===== src/rtl/st7789_pkg.sv =====
// rtl/st7789_pkg.sv - ST7789 opcodes, stream user encoding and arbiter state type
// Shared by the display stream arbiter and its helpers; no ports.
package st7789_pkg;

    // ST7789 command opcodes carried on TUSER=0 beats
    localparam logic [7:0] SWRESET = 8'h01;
    localparam logic [7:0] SLPOUT  = 8'h11;
    localparam logic [7:0] INVON   = 8'h21;
    localparam logic [7:0] DISPON  = 8'h29;
    localparam logic [7:0] CASET   = 8'h2A;
    localparam logic [7:0] RASET   = 8'h2B;
    localparam logic [7:0] RAMWR   = 8'h2C;
    localparam logic [7:0] RAMWRC  = 8'h3C;

    // TUSER bit0: command byte vs parameter/pixel byte
    localparam logic USER_CMD  = 1'b0;
    localparam logic USER_DATA = 1'b1;

    typedef enum logic {
        ARB_IDLE = 1'b0,
        ARB_XFER = 1'b1
    } arb_state_t;

endpackage


===== src/rtl/st7789_rr_pick.sv =====
// rtl/st7789_rr_pick.sv - combinational round-robin priority encoder
// Ports: req (request vector), ptr (highest-priority index),
//        grant (one-hot winner), idx (winner index), any (some request present).
module st7789_rr_pick #(
    parameter int NUM_REQ = 2,
    parameter int IDX_W   = $clog2(NUM_REQ)
) (
    input  logic [NUM_REQ-1:0] req,
    input  logic [IDX_W-1:0]   ptr,
    output logic [NUM_REQ-1:0] grant,
    output logic [IDX_W-1:0]   idx,
    output logic               any
);

    int               cand;
    logic [IDX_W-1:0] cand_idx;

    // Walk the requesters starting at ptr, wrapping modulo NUM_REQ; the
    // first one found wins and later candidates are ignored via 'any'.
    always_comb begin
        grant    = '0;
        idx      = '0;
        any      = 1'b0;
        cand     = 0;
        cand_idx = '0;
        for (int k = 0; k < NUM_REQ; k++) begin
            cand = int'(ptr) + k;
            if (cand >= NUM_REQ) begin
                cand = cand - NUM_REQ;
            end
            cand_idx = IDX_W'(cand);
            if (!any && req[cand_idx]) begin
                any             = 1'b1;
                grant[cand_idx] = 1'b1;
                idx             = cand_idx;
            end
        end
    end

endmodule


===== src/rtl/st7789_stream_arb.sv =====
// rtl/st7789_stream_arb.sv - packet-level round-robin arbiter for the ST7789 byte stream
// Ports: CLK/RESET (sync, active-high); S_AXIS_* requester streams, requester i
//        in slice i; S_LOCK keeps the grant past a TLAST; M_AXIS_* to the SPI
//        serializer; GRANT one-hot owner; BUSY high while a grant is held.
module st7789_stream_arb
    import st7789_pkg::*;
#(
    parameter int NUM_REQ    = 2,
    parameter int DATA_WIDTH = 8,
    parameter int USER_WIDTH = 1
) (
    input  logic                             CLK,
    input  logic                             RESET,
    input  logic [NUM_REQ*DATA_WIDTH-1:0]    S_AXIS_TDATA,
    input  logic [NUM_REQ-1:0]               S_AXIS_TKEEP,
    input  logic [NUM_REQ*USER_WIDTH-1:0]    S_AXIS_TUSER,
    input  logic [NUM_REQ-1:0]               S_AXIS_TVALID,
    input  logic [NUM_REQ-1:0]               S_AXIS_TLAST,
    output logic [NUM_REQ-1:0]               S_AXIS_TREADY,
    input  logic [NUM_REQ-1:0]               S_LOCK,
    output logic [DATA_WIDTH-1:0]            M_AXIS_TDATA,
    output logic                             M_AXIS_TKEEP,
    output logic [USER_WIDTH-1:0]            M_AXIS_TUSER,
    output logic                             M_AXIS_TVALID,
    output logic                             M_AXIS_TLAST,
    input  logic                             M_AXIS_TREADY,
    output logic [NUM_REQ-1:0]               GRANT,
    output logic                             BUSY
);

    localparam int IDX_W = $clog2(NUM_REQ);

    arb_state_t         state_q, state_n;
    logic [NUM_REQ-1:0] grant_q, grant_n;
    logic [IDX_W-1:0]   owner_q, owner_n;
    logic [IDX_W-1:0]   rr_ptr_q, rr_ptr_n;

    logic [NUM_REQ-1:0] pick_grant;
    logic [IDX_W-1:0]   pick_idx;
    logic               pick_any;

    logic owner_valid;
    logic owner_last;
    logic owner_lock;

    st7789_rr_pick #(
        .NUM_REQ (NUM_REQ),
        .IDX_W   (IDX_W)
    ) u_rr_pick (
        .req   (S_AXIS_TVALID),
        .ptr   (rr_ptr_q),
        .grant (pick_grant),
        .idx   (pick_idx),
        .any   (pick_any)
    );

    // owner_q resets to 0 and only ever holds a picked index, so the data
    // mux always selects a real requester and never produces X.
    assign owner_valid  = S_AXIS_TVALID[owner_q];
    assign owner_last   = S_AXIS_TLAST[owner_q];
    assign owner_lock   = S_LOCK[owner_q];

    assign M_AXIS_TDATA = S_AXIS_TDATA[int'(owner_q)*DATA_WIDTH +: DATA_WIDTH];
    assign M_AXIS_TUSER = S_AXIS_TUSER[int'(owner_q)*USER_WIDTH +: USER_WIDTH];
    assign M_AXIS_TKEEP = S_AXIS_TKEEP[owner_q];
    assign M_AXIS_TLAST = owner_last;

    assign GRANT = grant_q;
    assign BUSY  = (state_q != ARB_IDLE);

    always_ff @(posedge CLK) begin
        if (RESET) begin
            state_q  <= ARB_IDLE;
            grant_q  <= '0;
            owner_q  <= '0;
            rr_ptr_q <= '0;
        end else begin
            state_q  <= state_n;
            grant_q  <= grant_n;
            owner_q  <= owner_n;
            rr_ptr_q <= rr_ptr_n;
        end
    end

    always_comb begin
        state_n       = state_q;
        grant_n       = grant_q;
        owner_n       = owner_q;
        rr_ptr_n      = rr_ptr_q;
        M_AXIS_TVALID = 1'b0;
        S_AXIS_TREADY = '0;
        case (state_q)
            ARB_IDLE: begin
                // The idle cycle is the arbitration bubble; nothing passes.
                if (pick_any) begin
                    state_n = ARB_XFER;
                    grant_n = pick_grant;
                    owner_n = pick_idx;
                end
            end
            ARB_XFER: begin
                M_AXIS_TVALID          = owner_valid;
                S_AXIS_TREADY[owner_q] = M_AXIS_TREADY;
                // A locked TLAST keeps the owner so the next packet of the
                // sequence follows with no bubble; an owner with TVALID low
                // simply stalls the stream while holding the grant.
                if (owner_valid && M_AXIS_TREADY && owner_last && !owner_lock) begin
                    state_n  = ARB_IDLE;
                    grant_n  = '0;
                    rr_ptr_n = (owner_q == IDX_W'(NUM_REQ - 1)) ? '0 : owner_q + IDX_W'(1);
                end
            end
            default: begin
                state_n = ARB_IDLE;
            end
        endcase
    end

endmodule


===== config.mk =====
export PLATFORM = sky130hd
export DESIGN_NAME = st7789_stream_arb
export DESIGN_NICKNAME = d
export VERILOG_FILES = /design/src/rtl/st7789_pkg.sv /design/src/rtl/st7789_rr_pick.sv /design/src/rtl/st7789_stream_arb.sv
export SDC_FILE = /design/constraint.sdc
export NUM_CORES = 1
export LEC_CHECK = 0
export CAP_MARGIN = 20
export CORE_MARGIN = 8
export CORE_UTILIZATION = 27
export DETAILED_ROUTE_END_ITERATION = 12
export GPL_TIMING_DRIVEN = 0
export HOLD_SLACK_MARGIN = 0.12
export PLACE_DENSITY = 0.82
export SETUP_SLACK_MARGIN = 0.1
export SLEW_MARGIN = 20
export SYNTH_ARGS = -nofsm -noshare
export SYNTH_HDL_FRONTEND = slang
export SYNTH_SLANG_ARGS = --single-unit
export TNS_END_PERCENT = 10

===== constraint.sdc =====
create_clock -name CLK -period 3.65 [get_ports CLK]
set_clock_uncertainty 0.1 [all_clocks]
set_input_delay 0.73 -clock CLK [delete_from_list [all_inputs] [get_ports CLK]]
set_output_delay 0.73 -clock CLK [all_outputs]
set_load 0.005 [all_outputs]

* Yosys cells after proc, flatten, opt, wreduce, memory -nomap -nowiden
Index checks and enable logic that the tools add are counted. W data, S select, Z words.
Storage, ports and cells: input port bits 29, register bits after elaboration 5, logic and storage cells 70
Cells by class: reduce and logical (&&, ||, !) cells 12, shifts and indexed selects 2, bitwise logic cells 3, eq/ne operators 2, muxes and demuxes 35, $add $sub $neg 4, order comparisons 8
Operators by type and width (number):
- $mux W1 | 25
- $shiftx A16 B5 Y8 | 1
- $mux W2 | 5
- $logic_and A1 B1 Y1 | 7
- $lt A1 B2 Y1 const B | 3
- $reduce_and A2 Y1 | 3
- $pmux W2 S2 | 1
- $demux W1 S1 | 3
- $ge A1 B1 Y1 const B | 3
- $add A1 B1 Y2 const B | 1
- $and A2 B2 Y2 | 1
- $ge A1 B2 Y1 const B | 1
- $ge A2 B2 Y1 const B | 1
- $logic_not A1 Y1 | 2
- $ne A2 B1 Y1 const B | 1
- $ne A2 B2 Y1 const B | 1
- $or A2 B2 Y2 | 1
- $pmux W1 S2 | 1
- $shiftx A2 B2 Y1 | 1
- $sub A1 B1 Y1 const B | 2
- $add A1 B1 Y1 const B | 1
- $not A1 Y1 | 1

* Longest topological paths before layout
Gate-level depths: netlist (run 1).
depth after elaboration 11, gate-level depth with buffers 5, mapped depth without buffers 4

* Modules after synthesis
From an unflattened synthesis (run 1), not the netlist that was laid out.
Unflattened totals: cells, all modules 45, area, all modules 430.4 um^2
By module, submodules not included:
- st7789_stream_arb | times used 1, seq. area each 100.1 um^2, area each 397.9 um^2, cells an instance 40
- st7789_rr_pick | times used 1, seq. area each 0.0 um^2, area each 32.5 um^2, cells an instance 5

* Least setup slack after synthesis (run 1)
No wires, ideal clock.
kind input -> output, from input S_AXIS_TDATA[8], to output M_AXIS_TDATA[0], data required time 2820 ps, stages 1, data arrival time 985 ps, setup slack 1835 ps, buffers on the path 0, cells stage by stage mux2_2
Between the ends: longest elaborated chain between the ends 1
RTL lines:
- start: declaration | line st7789_stream_arb.sv:14 | input logic [NUM_REQ*DATA_WIDTH-1:0] S_AXIS_TDATA,
- $shiftx A16 B5 Y8 | line st7789_stream_arb.sv:63 | assign M_AXIS_TDATA = S_AXIS_TDATA[int'(owner_q)*DATA_WIDTH +: DATA_WIDTH];
- end: declaration | line st7789_stream_arb.sv:21 | output logic [DATA_WIDTH-1:0] M_AXIS_TDATA,
Every way passes these cells.

* Worst setup path after layout (run 1)
from input S_AXIS_TVALID[1], to output M_AXIS_TVALID
Between the ends: longest elaborated chain between the ends 3
RTL lines:
- start: declaration | line st7789_stream_arb.sv:17 | input logic [NUM_REQ-1:0] S_AXIS_TVALID,
- $mux W1 (not written as such) (2 in a row) | line st7789_stream_arb.sv:59 | assign owner_valid = S_AXIS_TVALID[owner_q];
- $mux W1 | line st7789_stream_arb.sv:92 | case (state_q)
- end: declaration | line st7789_stream_arb.sv:24 | output logic M_AXIS_TVALID,
Every way passes these cells. The select of a mux whose other input is x is not followed.

==> results.sh, run 1 <==
export IMPL_cts_sink_count=5
export IMPL_post_cts_buffers=0
export IMPL_clockBufferDepth=2
export IMPL_clkLatencyLatePin_ns=0.24
export IMPL_yosysSeqAreaShare_pct=26.1
export IMPL_p_per_area_nw_per_um2=241
export IMPL_wl_met3_um=87
export IMPL_grt_pass1_wl_um=2510
export IMPL_yosys_most_used_dff="dfxtp_1"
export IMPL_slew_violations=0
export IMPL_crit_end="M_AXIS_TVALID"
export IMPL_die_h_um=53.7
export IMPL_path_clk_slew_ns=0.04
export IMPL_ys_warn_count=0
export IMPL_postSynthAreaPerCell_um2=8.90
export IMPL_fin_setup_tns_ns=0
export IMPL_total_power_uw=211
export IMPL_vdd_drop_max_mv=0.166
export IMPL_rsz0062_at_grt="false"
export IMPL_cts_hold_buf=0
export IMPL_drv_cap=0
export IMPL_path_common_cell="clkdlybuf4s50_1"
export IMPL_netlist_top_cells_count="mux2_2, dfxtp_1, nand2_1"
export IMPL_drc=0
export IMPL_pin_count=46
export IMPL_dr_first_iter_drc_count=8
export IMPL_synth_cell_types=19
export IMPL_crit_start="S_AXIS_TVALID[1]"
export IMPL_crit_slowest_cell="clkdlybuf4s50_1"
export IMPL_layout_drive_gt1_share_pct=19.6
export IMPL_post_route_period_util_pct=78.6
export IMPL_vias=497
export IMPL_firstDrtPassIters=2
export IMPL_insertedDiodeCount=0
export IMPL_globalRouteOverflowTotal=0
export IMPL_crit_fanout=6
export IMPL_synth_most_common_cell="mux2_2"
export IMPL_criticalPathCategory="in2out"
export IMPL_reg2reg_depth=4
export IMPL_fill_cells=114
export IMPL_wirelength_um=1640
export IMPL_grt_pass1_vias=508
export IMPL_critical_path_max_stage_delay_ns=0.57
export IMPL_cts_made_buffers=3
export IMPL_met1Wirelength_um=564
export IMPL_outcome="complete, no violations"
export IMPL_max_slew_worst_pin_slew_ns=0.241
export IMPL_syn_num_nets=72
export IMPL_fp_coreArea_um2=1320
export IMPL_cts_resized=0
export IMPL_finish_utilization_pct=66.7
export IMPL_yosysTopAreaCellShare_pct=32.4
export IMPL_cp_start_kind="input port"
export IMPL_cts_htree_levels=1
export IMPL_synth_seq_cells=5
export IMPL_initial_core_util_pct=29.1
export IMPL_synthTopCellsByArea="mux2_2, dfxtp_1, nand2_1"
export IMPL_tritoncts="built"
export IMPL_wl_met2_um=977
export IMPL_clockRootBuffer="clkbuf_4"
export IMPL_hold_viol_final=0
export IMPL_finalCriticalPeriod_ns=2.87
export IMPL_min_path_type="reg2reg"
export IMPL_antenna_found_initial=0
export IMPL_port_buffers=45
export IMPL_relSlewSlack_pct=83.8
export IMPL_synthCells=43
export IMPL_synth_edf_count=0
export IMPL_crit_required_ns=2.82
export IMPL_arrival_ns=2.04
export IMPL_wl_per_cell_um=15.3
export IMPL_r2r_end="GRANT[0]$_SDFFE_PP0P_"
export IMPL_syn_to_final_growth_pct=129
export IMPL_post_synth_top_area_cell="mux2_2"
export IMPL_regToRegSetupSlack_ns=2.25
export IMPL_dieArea_um2=2880
export IMPL_async_flop_share_pct=0
export IMPL_max_freq_mhz=349
export IMPL_r2r_start="BUSY$_SDFF_PP0_"
export IMPL_gp_congestion=0.831
export IMPL_finalNetCount=122
export IMPL_leakagePower_uw=0.000335
export IMPL_dp_hpwl_um=1440
export IMPL_via_per_inst=4.64
export IMPL_setup_viol=0
export IMPL_end_kind="primary output"
export IMPL_top_layer="met4"
export IMPL_row_count=13
export IMPL_syn_area_um2=383
export IMPL_grt_use_total_pct=12.5
export IMPL_cp_cell_sequence="clkdlybuf4s50_1 > mux2i_1 > nor2_1 > clkdlybuf4s50_1"
export IMPL_die_width_um=53.7
export IMPL_grt_start_max_net_pins=11
export IMPL_postRouteAntennaNets=0
cell usage in the layout, fill, tap and decap left out, drive strengths merged:
master and count:
clkdlybuf4s50 45, mux2 11, dfxtp 5, nand2 5, clkbuf 4, nor2 2, inv 2, o21ai 2
nand3b 2, o22ai 2, a21oi 2, nor3 2, buf 2, mux2i 1, and3 1, or4 1
nand4b 1, o211ai 1, nand3 1
critical path: cells and delay by family:
family / cells / cell delay [ns]
simple gates: 1 / 0.10
buf+inv: 2 / 1.10
mux: 1 / 0.10
registers in the layout, indices dropped and copies added, names as in the netlist:
name	cells
GRANT	2
BUSY	1
owner_q	1
rr_ptr_q	1
worst min-delay path by stage:
| stage | start | to | slack, ns | cells past startpoint |
|---|---|---|---|---|
| after floorplan | rr_ptr_q$_SDFFE_PP0P_ | rr_ptr_q$_SDFFE_PP0P_ | 0.34 | 2 |
| after global placement | rr_ptr_q$_SDFFE_PP0P_ | rr_ptr_q$_SDFFE_PP0P_ | 0.37 | 2 |
| after detailed placement | rr_ptr_q$_SDFFE_PP0P_ | rr_ptr_q$_SDFFE_PP0P_ | 0.38 | 2 |
| after CTS | rr_ptr_q$_SDFFE_PP0P_ | rr_ptr_q$_SDFFE_PP0P_ | 0.39 | 2 |
| after global routing | GRANT[1]$_SDFFE_PP0P_ | GRANT[1]$_SDFFE_PP0P_ | 0.43 | 2 |
| final | rr_ptr_q$_SDFFE_PP0P_ | rr_ptr_q$_SDFFE_PP0P_ | 0.38 | 2 |
metrics by stage:
stage | instances | worst slack [ns] | hold WS (ns) | instance area (µm²)
2_1_floorplan | 43 | 1.84 | 0.344 | 383
3_3_place_gp | 103 | 0.805 | 0.365 | 852
3_5_place_dp | 103 | 0.780 | 0.383 | 852
4_1_cts | 107 | 0.780 | 0.390 | 878
5_1_grt | 107 | 0.701 | 0.427 | 878
6_report | 107 | 0.781 | 0.382 | 878
layer usage:
metal	track usage, %	up-vias
met4	3.78	0
li1	-	255
met2	24.2	12
met1	10.8	228
met5	0	-
met3	6.34	2
layout make-up:
type | instances | area [µm²] | share of cell area, %
plain buffers | 2 | 16.3 | 1.85
well taps | 15 | 18.8 | 2.14
repair buffers | 45 | 450 | 51.3
flip-flops and latches | 5 | 100 | 11.4
multi-input cells | 34 | 259 | 29.5
clock buffers | 4 | 26.3 | 2.99
inverters | 2 | 7.51 | 0.855
power breakdown:
part	internal (µW)	total (µW)	switching (µW)	leakage, µW
registers	57.9	60.2	2.24	0.0000412
clock network	41.4	64.7	23.3	0.0000150
logic	62.2	86.5	24.3	0.000279
logic make-up after synthesis:
logic type | Yosys count | share of synthesized area, %
AND/OR/NAND/NOR | 15 | 22.2
multiplexers | 12 | 35.0
AO/OA/AOI/OAI | 7 | 10.5
flip-flops | 5 | 26.1
buffers and inverters | 4 | 6.21
Note: power is estimated with default switching activity, not from simulation.
==> run 2: changes to the inputs <==
--- a/config.mk
+++ b/config.mk
@@ -7,11 +7,11 @@
 export LEC_CHECK = 0
 export CAP_MARGIN = 20
 export CORE_MARGIN = 8
-export CORE_UTILIZATION = 27
+export CORE_UTILIZATION = 23
 export DETAILED_ROUTE_END_ITERATION = 12
 export GPL_TIMING_DRIVEN = 0
 export HOLD_SLACK_MARGIN = 0.12
-export PLACE_DENSITY = 0.82
+export PLACE_DENSITY = 0.74
 export SETUP_SLACK_MARGIN = 0.1
 export SLEW_MARGIN = 20
 export SYNTH_ARGS = -nofsm -noshare
==> constraint.sdc (replaced) <==
create_clock -name CLK -period 2.59 [get_ports CLK]
set_clock_uncertainty 0.1 [all_clocks]
set_input_delay 0.518 -clock CLK [delete_from_list [all_inputs] [get_ports CLK]]
set_output_delay 0.518 -clock CLK [all_outputs]
set_load 0.005 [all_outputs]
==> results.sh, run 2 (same netlist as run 1, synthesis figures left out) <==
export IMPL_postRouteAntennaNets=0
export IMPL_largest_register_ff_count=2
export IMPL_cts_htree_levels=1
export IMPL_crit_fanout=10
export IMPL_dp_cells=104
export IMPL_clkLatencyLatePin_ns=0.24
export IMPL_leakagePower_uw=0.000353
export IMPL_grt_use_total_pct=12.0
export IMPL_die_width_um=56.8
export IMPL_path_clk_slew_ns=0.04
export IMPL_finalNetCount=122
export IMPL_pin_count=46
export IMPL_setup_viol=0
export IMPL_dieArea_um2=3230
export IMPL_globalRouteOverflowTotal=0
export IMPL_grt_pass1_vias=553
export IMPL_end_kind="primary output"
export IMPL_post_route_period_util_pct=92.0
export IMPL_wirelength_um=1830
export IMPL_die_h_um=56.8
export IMPL_max_slew_worst_pin_slew_ns=0.280
export IMPL_finish_utilization_pct=57.4
export IMPL_port_buffers=45
export IMPL_fill_cells=144
export IMPL_slew_violations=0
export IMPL_cts_sink_count=5
export IMPL_total_power_uw=300
export IMPL_tritoncts="built"
export IMPL_fp_coreArea_um2=1540
export IMPL_p_per_area_nw_per_um2=339
export IMPL_cp_top_family="buffers and inverters"
export IMPL_grt_busiest_layer="met2"
export IMPL_outcome="complete, no violations"
export IMPL_fin_setup_tns_ns=0
export IMPL_min_path_type="reg2reg"
export IMPL_criticalPathCategory="reg2out"
export IMPL_seq_power_share_pct=28.4
export IMPL_grt_start_max_net_pins=11
export IMPL_antenna_found_initial=0
export IMPL_firstDrtPassIters=6
export IMPL_critPathBufInv=3
export IMPL_cts_made_buffers=3
export IMPL_layout_common_cells="clkdlybuf4s50_1, mux2_2, dfxtp_1"
export IMPL_hold_viol_final=0
export IMPL_multi_input_area_um2=259
export IMPL_grtUsageMet2_pct=22.4
export IMPL_setup_ws_ns=0.208
export IMPL_final_common_cell="clkdlybuf4s50_1"
export IMPL_relSlewSlack_pct=81.1
export IMPL_place_ws_ns=0.158
export IMPL_dr_first_iter_drc_count=8
export IMPL_clock_power_share_pct=30.4
export IMPL_insertedDiodeCount=0
export IMPL_finalCriticalPeriod_ns=2.38
export IMPL_p_sw_share_pct=24.1
export IMPL_drv_cap=0
export IMPL_gp_congestion=0.757
export IMPL_vias=509
export IMPL_seq_area_um2=100
export IMPL_use_met3_pct=5.39
export IMPL_arrival_ns=1.76
export IMPL_layout_drive_gt1_share_pct=19.6
export IMPL_vdd_drop_max_mv=0.221
export IMPL_drc=0
export IMPL_critical_path_max_stage_delay_ns=0.47
export IMPL_row_count=14
export IMPL_syn_to_final_growth_pct=131
export IMPL_via_per_inst=4.71
export IMPL_intPower_uw=227
export IMPL_grt_pass1_wl_um=2900
export IMPL_cp_start_kind="register"
export IMPL_cp_cell_sequence="buf_6 > buf_2 > mux2_2 > clkdlybuf4s50_1"
export IMPL_clockRootBuffer="clkbuf_4"
export IMPL_wl_per_cell_um=17.0
export IMPL_combPwrFrac_pct=41.2
export IMPL_grt_use_met1_pct=11.0
export IMPL_initial_core_util_pct=24.8
export IMPL_p_sw_uw=72.1
export IMPL_cts_hold_buf=0
export IMPL_dp_hpwl_um=1600
export IMPL_crit_slowest_cell="clkdlybuf4s50_1"
export IMPL_max_freq_mhz=420
export IMPL_rsz0062_at_grt="false"
export IMPL_clockBufferDepth=2
export IMPL_final_instance_count_excl_fill=108
export IMPL_crit_required_ns=1.97
[run 2: cell types whose count changed in the layout (fill, tap and decap cells not counted)]
| cell | previous run | this run |
|---|---|---|
| clkdlybuf4s50_1 | 45 | 43 |
| dlymetal6s2s_1 | 0 | 2 |
[run 2: power groups by stage]
stage / registers [µW] / clock network [µW] / logic (µW)
finish: 85.1 / 91.0 / 123
global route: 85.5 / 106 / 132
CTS: 85.0 / 95.3 / 125
detailed placement: 86.4 / 0 / 124
global placement: 86.2 / 0 / 122
floorplan: 86.1 / 0 / 34.8
[run 2: routing by layer]
metal  wire length [µm]  up-vias
met5                  0        -
met3                 86        4
li1                   -      257
met4                 30        0
met1                636      237
met2               1080       11
[run 2: worst paths after layout]
check | startpoint | end | slack [ns] | depth (start not counted)
worst min register to register | rr_ptr_q$_SDFFE_PP0P_ | rr_ptr_q$_SDFFE_PP0P_ | 0.38 | 2
worst max register to register | BUSY$_SDFF_PP0_ | GRANT[1]$_SDFFE_PP0P_ | 1.18 | 4
worst max-delay path | owner_q$_SDFFE_PP0P_ | M_AXIS_TDATA[6] | 0.21 | 4
worst min-delay path | rr_ptr_q$_SDFFE_PP0P_ | rr_ptr_q$_SDFFE_PP0P_ | 0.38 | 2
[run 2: final cells by class]
cell class	instances	area share [%]
Clock buffer	4	2.97
Tap cell	16	2.26
Buffer	2	1.84
Sequential cell	5	11.3
Timing Repair Buffer	45	51.5
Multi-Input combinational cell	34	29.3
Inverter	2	0.849
[run 2: stage by stage]
stage	hold slack [ns]	cell area [µm²]
final	0.378	885
after floorplan	0.344	383
after global placement	0.364	853
after CTS	0.376	880
after global routing	0.427	885
after detailed placement	0.369	853
[run 2: worst min-delay path: stages, from the launching register on]
cell and delay, ns:
dfxtp_1 0.32, nand2_1 0.06, a21oi_1 0.05
[run 2: what timing repair did]
item,CTS,global route
buffers inserted,0,0
resized for setup,0,2
endpoints found under the setup margin,0,1
